File: config.mk
export PLATFORM = sky130hd
export DESIGN_NAME = scalar_rf_dump
export DESIGN_NICKNAME = d
export VERILOG_FILES = /design/src/rtl/scalar_rf_dump.sv
export SDC_FILE = /design/constraint.sdc
export NUM_CORES = 1
export LEC_CHECK = 0
export BUFFER_PORTS_ARGS = -buffer_cell sky130_fd_sc_hd__buf_2
export CAP_MARGIN = 40
export CORE_MARGIN = 4
export CORE_UTILIZATION = 49
export CTS_CLUSTER_DIAMETER = 50
export DETAILED_ROUTE_END_ITERATION = 10
export GPL_TIMING_DRIVEN = 0
export PLACE_DENSITY = 0.91
export SLEW_MARGIN = 20
export SYNTH_ARGS = -nofsm -noshare
export SYNTH_HDL_FRONTEND = slang
export SYNTH_SLANG_ARGS = --single-unit
File: constraint.sdc
create_clock -name clk -period 3.3 [get_ports clk]
set_input_delay 0.165 -clock clk [delete_from_list [all_inputs] [get_ports clk]]
set_output_delay 0.165 -clock clk [all_outputs]
set_load 0.01 [all_outputs]
File: src/rtl/scalar_rf_dump.sv
// Scalar register-file drain engine.
// Walks registers 0..NREGS-1 through one read port and streams them out.
module scalar_rf_dump #(
  parameter int WIDTH = 16,
  parameter int NREGS = 32
) (
  input  logic             clk,
  input  logic             rst,
  input  logic             finish,
  input  logic             start,
  output logic [4:0]       rs,
  input  logic [WIDTH-1:0] rd_data,
  output logic             out_valid,
  input  logic             out_ready,
  output logic [4:0]       out_index,
  output logic [WIDTH-1:0] out_data,
  output logic             out_last,
  output logic             busy,
  output logic             done
);

  localparam logic [4:0] LAST = 5'(NREGS - 1);

  typedef enum logic [1:0] {
    IDLE,
    READ,
    SEND,
    DONE
  } state_t;

  state_t     state;
  state_t     state_n;
  logic [4:0] idx;
  logic       finish_q;
  logic       trig;
  logic       hs;
  logic       at_last;

  assign trig    = (finish & ~finish_q) | start;
  assign hs      = out_valid & out_ready;
  assign at_last = (idx == LAST);
  assign rs      = idx;

  // State register.
  always_ff @(posedge clk or negedge rst) begin
    if (!rst) state <= IDLE;
    else      state <= state_n;
  end

  // Next state and status outputs.
  always_comb begin
    state_n   = state;
    out_valid = 1'b0;
    busy      = 1'b0;
    done      = 1'b0;
    unique case (state)
      IDLE: begin
        if (trig) state_n = READ;
      end
      READ: begin
        busy    = 1'b1;
        state_n = SEND;
      end
      SEND: begin
        busy      = 1'b1;
        out_valid = 1'b1;
        if (out_ready) state_n = at_last ? DONE : READ;
      end
      DONE: begin
        done    = 1'b1;
        state_n = IDLE;
      end
      default: state_n = IDLE;
    endcase
  end

  // Index walk, read capture and finish edge tracking.
  always_ff @(posedge clk or negedge rst) begin
    if (!rst) begin
      finish_q  <= 1'b0;
      idx       <= '0;
      out_data  <= '0;
      out_index <= '0;
      out_last  <= 1'b0;
    end else begin
      finish_q <= finish;
      unique case (state)
        IDLE: begin
          if (trig) idx <= '0;
        end
        READ: begin
          out_data  <= rd_data;
          out_index <= idx;
          out_last  <= at_last;
        end
        SEND: begin
          if (hs && !at_last) idx <= idx + 5'd1;
        end
        default: ;
      endcase
    end
  end

endmodule

==> results of run 1 <==
==> kinds of logic after synthesis <==
logic type | Yosys count | share of synthesized area
fa+ha+maj | 6 | 0.0571
mux | 23 | 0.197
buf+inv | 5 | 0.0191
flops | 30 | 0.571
simple gates | 17 | 0.0771
compound gates | 13 | 0.0781
==> layout by cell type (no fill, tap or decap), types with 2 or more instances in the layout <==
master,netlist,layout
a21oi_1,2,2
a22o_1,5,5
buf_2,2,52
clkbuf_4,0,5
dfrtp_1,30,30
dlygate4sd3_1,0,2
ha_1,6,6
inv_1,2,2
mux2_2,23,23
nand2_1,4,4
nand2b_1,2,2
nor2_1,2,2
nor2b_1,2,2
==> registers in the layout, indices dropped and copies added (netlist names) <==
name / count
out_index: 5
out_last: 1
finish_q: 1
state: 2
out_data: 16
rs: 5
==> layout make-up <==
cell class	count	area share
flip-flops and latches	30	0.449
clock buffers	6	0.0307
well taps	30	0.0224
repair buffers	52	0.162
multi-input cells	59	0.322
plain buffers	3	0.0105
inverters	2	0.00449
==> per-layer routing <==
| metal | up-vias | share of wire |
|---|---|---|
| met4 | 0 | 0.0053 |
| met3 | 2 | 0.082 |
| met5 | - | 0 |
| li1 | 455 | - |
| met2 | 38 | 0.53 |
| met1 | 464 | 0.38 |
==> worst paths after layout <==
path,endpoint,cells after the start,slack (ps),start
setup reg to reg,rs[0],6,1420,rs[0]
setup / recovery,rs[0],6,1420,rs[0]
min in group asynchronous,out_data[2],2,400,rst
hold reg to reg,out_data[9],1,510,out_data[9]
max in group asynchronous,out_last,2,2480,rst
hold / removal,out_data[3],2,80,rd_data[3]
==> worst max-delay path, delay by kind of cell, from the launching register on <==
family,cells,cell delay (ps)
simple gates,2,410
flops,1,460
mux,1,280
compound gates,1,170
fa+ha+maj,2,460
==> power by group through the flow <==
stage	registers [W]	clock network (W)	logic (W)
finish	0.000585	0.000206	0.000640
detailed placement	0.000592	0	0.000646
global route	0.000608	0.000234	0.000694
CTS	0.000586	0.000215	0.000649
floorplan	0.000644	0	0.000358
global placement	0.000580	0	0.000616
==> through the flow <==
step	cell area, um^2	instances	hold WS, ps
4_1_cts	1670	182	62.4
5_1_grt	1670	182	56.7
3_3_place_gp	1600	174	210
3_5_place_dp	1600	174	230
6_report	1670	182	77.6
2_1_floorplan	1310	94	-131
==> timing repair <==
action,4_1_cts,5_1_grt
buffers inserted,0,0
endpoints found under the hold margin,31,0
hold buffers,2,0
==> impl_metrics.csv, run 1 <==
group,metric,value,unit
outcome,status,"completed",
finish,area_growth,27.3,%
route,first_pass_iters,4,
finish,drive_above_1_share,0.566,
clock_tree,cts.clk_slew.worst_paths,80,ps
clock_tree,clock_latency,310,ps
sta,timing.final.ws_setup,1420,ps
logic_synthesis,yosys.area.top_type,"dfrtp_1",
placed_design,dp_slack,1450,ps
logic_synthesis,synth-seq-cells,30,
sta,finalCritPeriodShare,0.570,
floorplanning,dieHeight,59.8,um
power_and_ir_drop,p_int,0.000929,W
logic_synthesis,synth_edf_count,0,
route,detail-route-antenna-nets,0,
finish,seqCellArea,751,um^2
finish,nNetsFinal,180,
power_and_ir_drop,power_density,855,mW/mm^2
sta,worst_pin_slew,644,ps
route,initialDrtViolationCount,12,
power_and_ir_drop,p_total,0.00143,W
finish,multi_input_area,538,um^2
logic_synthesis,synth_area,0.00131,mm^2
min_path,hp-class,"input port to flop",
logic_synthesis,synth_ff_type,"dfrtp_1",
sta,finalMaxSlewViolations,0,
clock_tree,htreeDepth,2,
grt,grt_max_degree,31,
logic_synthesis,synth_top_cell_area_share,0.571,
grt,use_met2,0.295,
clock_tree,clock_path_buffers,2,
worst_setup_path,end_kind,"flop",
run,maxCapViolCount,0,
grt,antenna_found_initial,0,
logic_synthesis,synth_most_common_cell,"dfrtp_1",
worst_setup_path,crit_path_max_fanout,6,
finish,num-fill-cells,199,
logic_synthesis,syn_nets,121,
worst_setup_path,path_cells,"ha_1 > and3_1 > ha_1 > nand2b_2 > mux2_2 > a22o_1",
logic_synthesis,avgSynthCellArea,14.0,um^2
power_and_ir_drop,p_clk_frac,0.144,
placed_design,gp_congestion,0.737,
power_and_ir_drop,p_leak,0.878,nW
route,routed_wl,2.67,mm
power_and_ir_drop,peakVddDrop,0.539,mV
floorplanning,dieArea,0.00357,mm^2
worst_setup_path,critical_path_class,"flop to flop",
clock_tree,cts-root-buf,"clkbuf_4",
logic_synthesis,ys_types,25,
floorplanning,io_pins,51,
sta,max_freq,0.532,GHz
logic_synthesis,yosys-top-cells-count,"dfrtp_1, mux2_2, ha_1",
logic_synthesis,syn_inst,94,
logic_synthesis,synthTopCellsByArea,"dfrtp_1, mux2_2, ha_1",
sta,hold_violations,0,
worst_setup_path,critPathMaxStageDelay,460,ps
grt,top_usage_layer,"met2",
clock_tree,cts_resized,0,
worst_setup_path,crit_slowest_cell,"dfrtp_1",
clock_tree,numCtsBuffers,5,
placed_design,dpl.hpwl,2.06,mm
floorplanning,start_util,0.521,
clock_tree,cts_sinks,30,
grt,grt_usage,0.169,
sta,finalClockSkew,5.52,ps
clock_tree,cts_tree,"done",
sta,setup_tns,0,ps
placed_design,io_buffers,50,
grt,grt_overflow,0,
sta,relSlewSlack,0.571,
power_and_ir_drop,switching_share,0.350,
floorplanning,die_w,59.8,um
sta,fin_crit,1880,ps
floorplanning,coreArea,0.00252,mm^2
power_and_ir_drop,power_frac_comb,0.447,
logic_synthesis,synthArstFlopShare,1.00,
worst_setup_path,cp.required,3510,ps
worst_setup_path,cpMostUsedCell,"ha_1",
grt,grt_pass1_wl,4.40,mm
route,drc,0,
logic_synthesis,yosysWarnings,0,
worst_setup_path,cp_data_arrival_time,2090,ps
power_and_ir_drop,pwr-share-seq,0.409,
logic_synthesis,synth.yosys.seq_area_share,0.571,
floorplanning,num_rows,18,
grt,use_met1,0.190,
sta,setup_violations,0,
route,drt-wirelength-per-cell,14.6,um
grt,grt_pass1_vias,1025,
power_and_ir_drop,switching_power,0.000501,W
route,dr_total_vias,959,
worst_setup_path,start_kind,"flop",
finish,antenna_cells,0,
finish,fin_util,0.663,
sta,rsz0062_at_grt,"no",
grt,gr-usage-met3,0.0583,
route,viasPerCell,5.27,
No activity file was read; power rests on OpenSTA's default activity.
==> run 2, diff against run 1 <==
--- a/config.mk
+++ b/config.mk
@@ -5,14 +5,15 @@
 export SDC_FILE = /design/constraint.sdc
 export NUM_CORES = 1
 export LEC_CHECK = 0
+export ABC_AREA = 1
 export BUFFER_PORTS_ARGS = -buffer_cell sky130_fd_sc_hd__buf_2
 export CAP_MARGIN = 40
 export CORE_MARGIN = 4
-export CORE_UTILIZATION = 49
+export CORE_UTILIZATION = 48
 export CTS_CLUSTER_DIAMETER = 50
 export DETAILED_ROUTE_END_ITERATION = 10
 export GPL_TIMING_DRIVEN = 0
-export PLACE_DENSITY = 0.91
+export PLACE_DENSITY = 0.89
 export SLEW_MARGIN = 20
 export SYNTH_ARGS = -nofsm -noshare
 export SYNTH_HDL_FRONTEND = slang
==> constraint.sdc (replaced) <==
create_clock -name clk -period 1.85 [get_ports clk]
set_input_delay 0.0925 -clock clk [delete_from_list [all_inputs] [get_ports clk]]
set_output_delay 0.0925 -clock clk [all_outputs]
set_load 0.01 [all_outputs]
==> impl_metrics.csv, run 2 <==
group,metric,value,unit
outcome,status,"completed",
placed_design,dpl.hpwl,1.92,mm
grt,grt_pass1_vias,982,
logic_synthesis,ys_types,16,
floorplanning,start_util,0.525,
grt,grt_overflow,0,
logic_synthesis,yosysWarnings,0,
finish,multi_input_area,533,um^2
finish,regMostFlops,"out_data",
route,first_pass_iters,4,
worst_setup_path,regToRegStartpoint,"rs[0]",
min_path,worstHoldStart,"rd_data[14]",
grt,antenna_found_initial,0,
placed_design,io_buffers,50,
worst_setup_path,reg2reg_to,"rs[4]",
sta,relSlewSlack,0.569,
placed_design,gp_congestion,0.757,
finish,seqCellArea,752,um^2
logic_synthesis,yosys.area.top_type,"dfrtp_1",
clock_tree,numCtsBuffers,5,
floorplanning,die_w,61.0,um
worst_setup_path,cp_data_arrival_time,1900,ps
sta,finalCritPeriodShare,0.902,
placed_design,postPlaceCellArea,0.00164,mm^2
min_path,hp-class,"input port to flop",
sta,hold_slack,10.7,ps
grt,grt_usage,0.163,
finish,final_common_cell,"buf_2",
sta,rsz0062_at_grt,"no",
worst_setup_path,r2r_slack,180,ps
finish,nNetsFinal,198,
sta,finalClockSkew,4.29,ps
route,dr_total_vias,1010,
route,routed_wl,2.92,mm
worst_setup_path,cpMostUsedCell,"nand2_1",
logic_synthesis,synth_ff_type,"dfrtp_1",
clock_tree,clock_path_buffers,2,
logic_synthesis,avgSynthCellArea,13.0,um^2
logic_synthesis,synthTopCellsByArea,"dfrtp_1, mux2_4, ha_1",
logic_synthesis,syn_nets,131,
worst_setup_path,critical_path_class,"flop to flop",
clock_tree,cts-root-buf,"clkbuf_4",
floorplanning,num_rows,18,
worst_setup_path,path_cells,"ha_1 > nand2_1 > nor2_1 > ha_1 > inv_1 > nand2_1 > nand2_1 > nand3_1 > o21ai_0",
logic_synthesis,synth_most_common_cell,"dfrtp_1",
logic_synthesis,synth.yosys.seq_area_share,0.557,
logic_synthesis,synth_top_cell_area_share,0.557,
route,drt-wirelength-per-cell,14.6,um
route,drc,0,
logic_synthesis,synth_edf_count,0,
finish,num-fill-cells,186,
route,initialDrtViolationCount,32,
route,detail-route-antenna-nets,0,
sta,setup_violations,0,
worst_setup_path,start_kind,"flop",
finish,mostFrequentLayoutCells,"buf_2, dfrtp_1, nand2_1, mux2_4, dlygate4sd3_1",
grt,grt_max_degree,31,
worst_setup_path,critPathMaxStageDelay,460,ps
logic_synthesis,yosys-top-cells-count,"dfrtp_1, mux2_4, nand2_1",
floorplanning,io_pins,51,
clock_tree,cts.clk_slew.worst_paths,90,ps
floorplanning,coreArea,0.00257,mm^2
sta,max_freq,0.599,GHz
run,maxCapViolCount,0,
floorplanning,dieHeight,61.0,um
power_and_ir_drop,p_leak,0.961,nW
clock_tree,clock_latency,310,ps
logic_synthesis,synthArstFlopShare,1.00,
sta,finalMaxSlewViolations,0,
min_path,hold_end,"out_data[14]",
sta,fin_crit,1670,ps
route,viasPerCell,5.05,
sta,setup_tns,0,ps
logic_synthesis,syn_inst,104,
logic_synthesis,synth_area,0.00135,mm^2
finish,area_growth,33.6,%
worst_setup_path,end_kind,"flop",
floorplanning,dieArea,0.00372,mm^2
sta,hold_violations,0,
clock_tree,htreeDepth,2,
clock_tree,cts_tree,"done",
sta,worst_pin_slew,647,ps
grt,grt_pass1_wl,4.39,mm
finish,largest_reg_flops,16,
finish,antenna_cells,0,
power_and_ir_drop,power_density,1570,mW/mm^2
logic_synthesis,synth-seq-cells,30,
power_and_ir_drop,peakVddDrop,1.08,mV
worst_setup_path,crit_slowest_cell,"dfrtp_2",
worst_setup_path,crit_path_max_fanout,7,
power_and_ir_drop,p_total,0.00283,W
finish,drive_above_1_share,0.482,
worst_setup_path,cp.required,2080,ps
worst_setup_path,reg2reg_depth,9,
finish,design_area,0.00180,mm^2
min_path,hold_depth,2,
clock_tree,cts_sinks,30,
==> run 2: power by group <==
part / internal (W) / switching, W
Combinational: 0.000748 / 0.000632
Sequential: 0.000912 / 0.000159
Clock: 0.000171 / 0.000206
Total: 0.00183 / 0.000997
==> run 2: layout make-up <==
class	instances	share of cell area
plain buffers	3	0.0236
clock buffers	6	0.0285
inverters	9	0.0188
multi-input cells	62	0.296
flip-flops and latches	30	0.418
well taps	30	0.0208
repair buffers	60	0.195
==> run 2: kinds of logic (layout without fill, tap and decap cells) <==
group | after synthesis | after routing | synth area share
compound gates | 10 | 10 | 0.0390
mux | 20 | 20 | 0.212
flops | 30 | 30 | 0.557
buf+inv | 12 | 78 | 0.0566
fa+ha+maj | 6 | 6 | 0.0557
simple gates | 26 | 26 | 0.0799
==> run 2: how the worst max path moves through the flow <==
| stage | start | endpoint | slack (ps) | depth (start not counted) |
|---|---|---|---|---|
| 3_3_place_gp | rs[0] | rs[4] | 210 | 10 |
| 3_5_place_dp | rs[0] | rs[3] | 120 | 10 |
| 6_report | rs[0] | rs[4] | 180 | 9 |
| 4_1_cts | rs[0] | rs[3] | 90 | 10 |
| 2_1_floorplan | rs[0] | rs[0] | 300 | 10 |
| 5_1_grt | rs[0] | rs[0] | 10 | 9 |
==> run 2: what timing repair did <==
| item | 4_1_cts | 5_1_grt |
|---|---|---|
| hold buffers | 5 | 5 |
| endpoints found under the hold margin | 34 | 5 |
| gates resized for setup | 0 | 3 |
| endpoints found under the setup margin | 0 | 5 |
| buffers inserted | 0 | 0 |
==> run 2: stage by stage <==
step | setup slack (ps) | cells | util
after floorplan | 300 | 104 | -
after global placement | 210 | 184 | 0.637
after detailed placement | 120 | 184 | 0.637
after CTS | 89.8 | 195 | 0.676
after global routing | 11.7 | 200 | 0.701
final | 181 | 200 | 0.701
==> run 2: critical path: cells and delay by family, from the launching register on <==
family | cells | cell delay, ps
buffers and inverters | 1 | 70
and+or+nand+nor | 5 | 480
DFF | 1 | 460
adders and majority gates | 2 | 390
AOI/OAI and AO/OA | 1 | 190
==> run 2: layer usage <==
layer  wire length, um  track usage  vias to the layer above  part of all wire
met2              1410        0.281                       39              0.48
met5                 0            0                        -                 0
met1              1200        0.179                      490              0.41
met3               287       0.0681                        4             0.098
met4                21       0.0619                        0            0.0072
li1                  -            -                      477                 -
==> run 3, diff against run 2 <==
--- a/config.mk
+++ b/config.mk
@@ -9,11 +9,12 @@
 export BUFFER_PORTS_ARGS = -buffer_cell sky130_fd_sc_hd__buf_2
 export CAP_MARGIN = 40
 export CORE_MARGIN = 4
-export CORE_UTILIZATION = 48
+export CORE_UTILIZATION = 49
+export CTS_BUF_LIST = sky130_fd_sc_hd__clkbuf_8
 export CTS_CLUSTER_DIAMETER = 50
 export DETAILED_ROUTE_END_ITERATION = 10
 export GPL_TIMING_DRIVEN = 0
-export PLACE_DENSITY = 0.89
+export PLACE_DENSITY = 0.91
 export SLEW_MARGIN = 20
 export SYNTH_ARGS = -nofsm -noshare
 export SYNTH_HDL_FRONTEND = slang
==> impl_metrics.csv, run 3 (same netlist as run 2, synthesis figures left out) <==
group,metric,value,unit
outcome,status,"completed",
clock_tree,clock_latency,280,ps
worst_setup_path,crit_path_max_fanout,7,
worst_setup_path,regToRegStartpoint,"rs[0]",
worst_setup_path,critPathMaxStageDelay,440,ps
route,first_pass_iters,4,
route,top_layer,"met4",
sta,fin_crit,1650,ps
worst_setup_path,critical_path_class,"flop to flop",
worst_setup_path,start_kind,"flop",
route,drc,0,
worst_setup_path,cp_data_arrival_time,1820,ps
worst_setup_path,r2r_slack,200,ps
worst_setup_path,path_cells,"ha_1 > nand2_1 > nor2_1 > ha_1 > inv_1 > nand2_1 > nand2_1 > nand3_2 > nand2_1 > o21ai_1",
worst_setup_path,cp.required,2020,ps
run,maxCapViolCount,0,
finish,nNetsFinal,190,
grt,grt_pass1_vias,1020,
floorplanning,die_w,60.4,um
worst_setup_path,reg2reg_to,"rs[2]",
route,wl_met1,993,um
floorplanning,dieHeight,60.4,um
sta,setup_violations,0,
worst_setup_path,crit_slowest_cell,"dfrtp_1",
finish,regMostFlops,"out_data",
finish,mostFrequentLayoutCells,"buf_2, dfrtp_1, nand2_1, mux2_4, inv_1",
sta,hold_slack,41.5,ps
grt,grt_pass1_wl,4.41,mm
min_path,worstHoldStart,"rd_data[8]",
worst_setup_path,end_kind,"flop",
route,viasPerCell,4.96,
worst_setup_path,critical_path.top_delay_family,"simple AND/OR/NAND/NOR gates",
sta,rsz0062_at_grt,"no",
floorplanning,dieArea,0.00365,mm^2
worst_setup_path,reg2reg_depth,10,
finish,final_common_cell,"buf_2",
sta,finalCritPeriodShare,0.891,
route,initialDrtViolationCount,32,
power_and_ir_drop,p_leak,0.949,nW
grt,antenna_found_initial,0,
min_path,hold_depth,2,
finish,area_growth,30.0,%
clock_tree,cts_tree,"done",
route,routed_wl,2.80,mm
finish,antenna_cells,0,
min_path,hold_end,"out_data[8]",
clock_tree,cts_sinks,30,
floorplanning,io_pins,51,
floorplanning,start_util,0.529,
sta,finalMaxSlewViolations,0,
floorplanning,num_rows,18,
route,detail-route-antenna-nets,0,
route,drt-wirelength-per-cell,14.4,um
sta,hold_violations,0,
sta,max_freq,0.606,GHz
sta,worst_pin_slew,654,ps
clock_tree,clock_path_buffers,2,
power_and_ir_drop,peakVddDrop,1.10,mV
clock_tree,cts-root-buf,"clkbuf_8",
placed_design,dpl.hpwl,2.15,mm
sta,relSlewSlack,0.564,
grt,grt_usage,0.169,
worst_setup_path,cpMostUsedCell,"nand2_1",
grt,grt_overflow,0,
worst_setup_path,path_buf_inv,1,
sta,setup_tns,0,ps
placed_design,gp_congestion,0.753,
sta,finalClockSkew,6.22,ps
finish,drive_above_1_share,0.500,
min_path,hp-class,"input port to flop",
power_and_ir_drop,power_density,1670,mW/mm^2
route,dr_wl_met2,1.50,mm
grt,grt_max_degree,31,
finish,largest_reg_flops,16,
placed_design,io_buffers,50,
clock_tree,cts.clk_slew.worst_paths,60,ps
route,met3_length,240,um
clock_tree,numCtsBuffers,5,
clock_tree,htreeDepth,2,
route,dr_total_vias,963,
clock_tree,postCtsSetupRepairBufs,0,
floorplanning,coreArea,0.00254,mm^2
run 3: cell type report:
type / count / area (um^2)
Buffer: 3 / 42.5
Clock buffer: 6 / 82.6
Clock inverter: 2 / 8.76
Fill cell: 197 / 793
Inverter: 9 / 33.8
Multi-Input combinational cell: 62 / 526
Sequential cell: 30 / 751
Tap cell: 30 / 37.5
Timing Repair Buffer: 52 / 270
run 3: metal layers:
| metal | global-route usage | up-vias |
|---|---|---|
| met5 | 0 | - |
| met4 | 0.0836 | 0 |
| met3 | 0.0702 | 7 |
| met2 | 0.296 | 38 |
| met1 | 0.174 | 460 |
| li1 | - | 458 |
run 3: worst max path at each step:
| stage | slack (ps) | start | depth (start not counted) | to |
|---|---|---|---|---|
| CTS | 110 | rs[0] | 10 | rs[0] |
| global placement | 220 | rs[0] | 10 | rs[4] |
| global route | 10 | rs[0] | 10 | rs[4] |
| floorplan | 300 | rs[0] | 10 | rs[0] |
| detailed placement | 130 | rs[0] | 10 | rs[0] |
| finish | 200 | rs[0] | 10 | rs[2] |
run 3: what timing repair did:
action	CTS	global route
hold buffers	2	0
endpoints found under the hold margin	31	0
endpoints found under the setup margin	0	5
resized for setup	0	4
run 3: power breakdown:
group / switching, W / internal [W] / leakage [nW] / total (W)
clock network: 0.000227 / 0.000293 / 0.0524 / 0.000520
registers: 0.000153 / 0.000913 / 0.372 / 0.00107
logic: 0.000620 / 0.000728 / 0.525 / 0.00135
run 3: stage by stage:
stage	total power, W	setup WS (ps)	area (um^2)	util	instances
after floorplan	0.00199	300	1350	-	104
after global placement	0.00235	217	1640	0.643	184
after detailed placement	0.00242	127	1640	0.643	184
after CTS	0.00297	111	1750	0.686	194
after global routing	0.00314	11.5	1750	0.688	194
final	0.00293	201	1750	0.688	194
run 3: worst reg2reg max path, cell delays in order, from the launching register on:
cell and delay, ps:
dfrtp_1 440, ha_1 240, nand2_1 100, nor2_1 60, ha_1 180, inv_1 70
nand2_1 50, nand2_1 100, nand3_2 150, nand2_1 90, o21ai_1 70
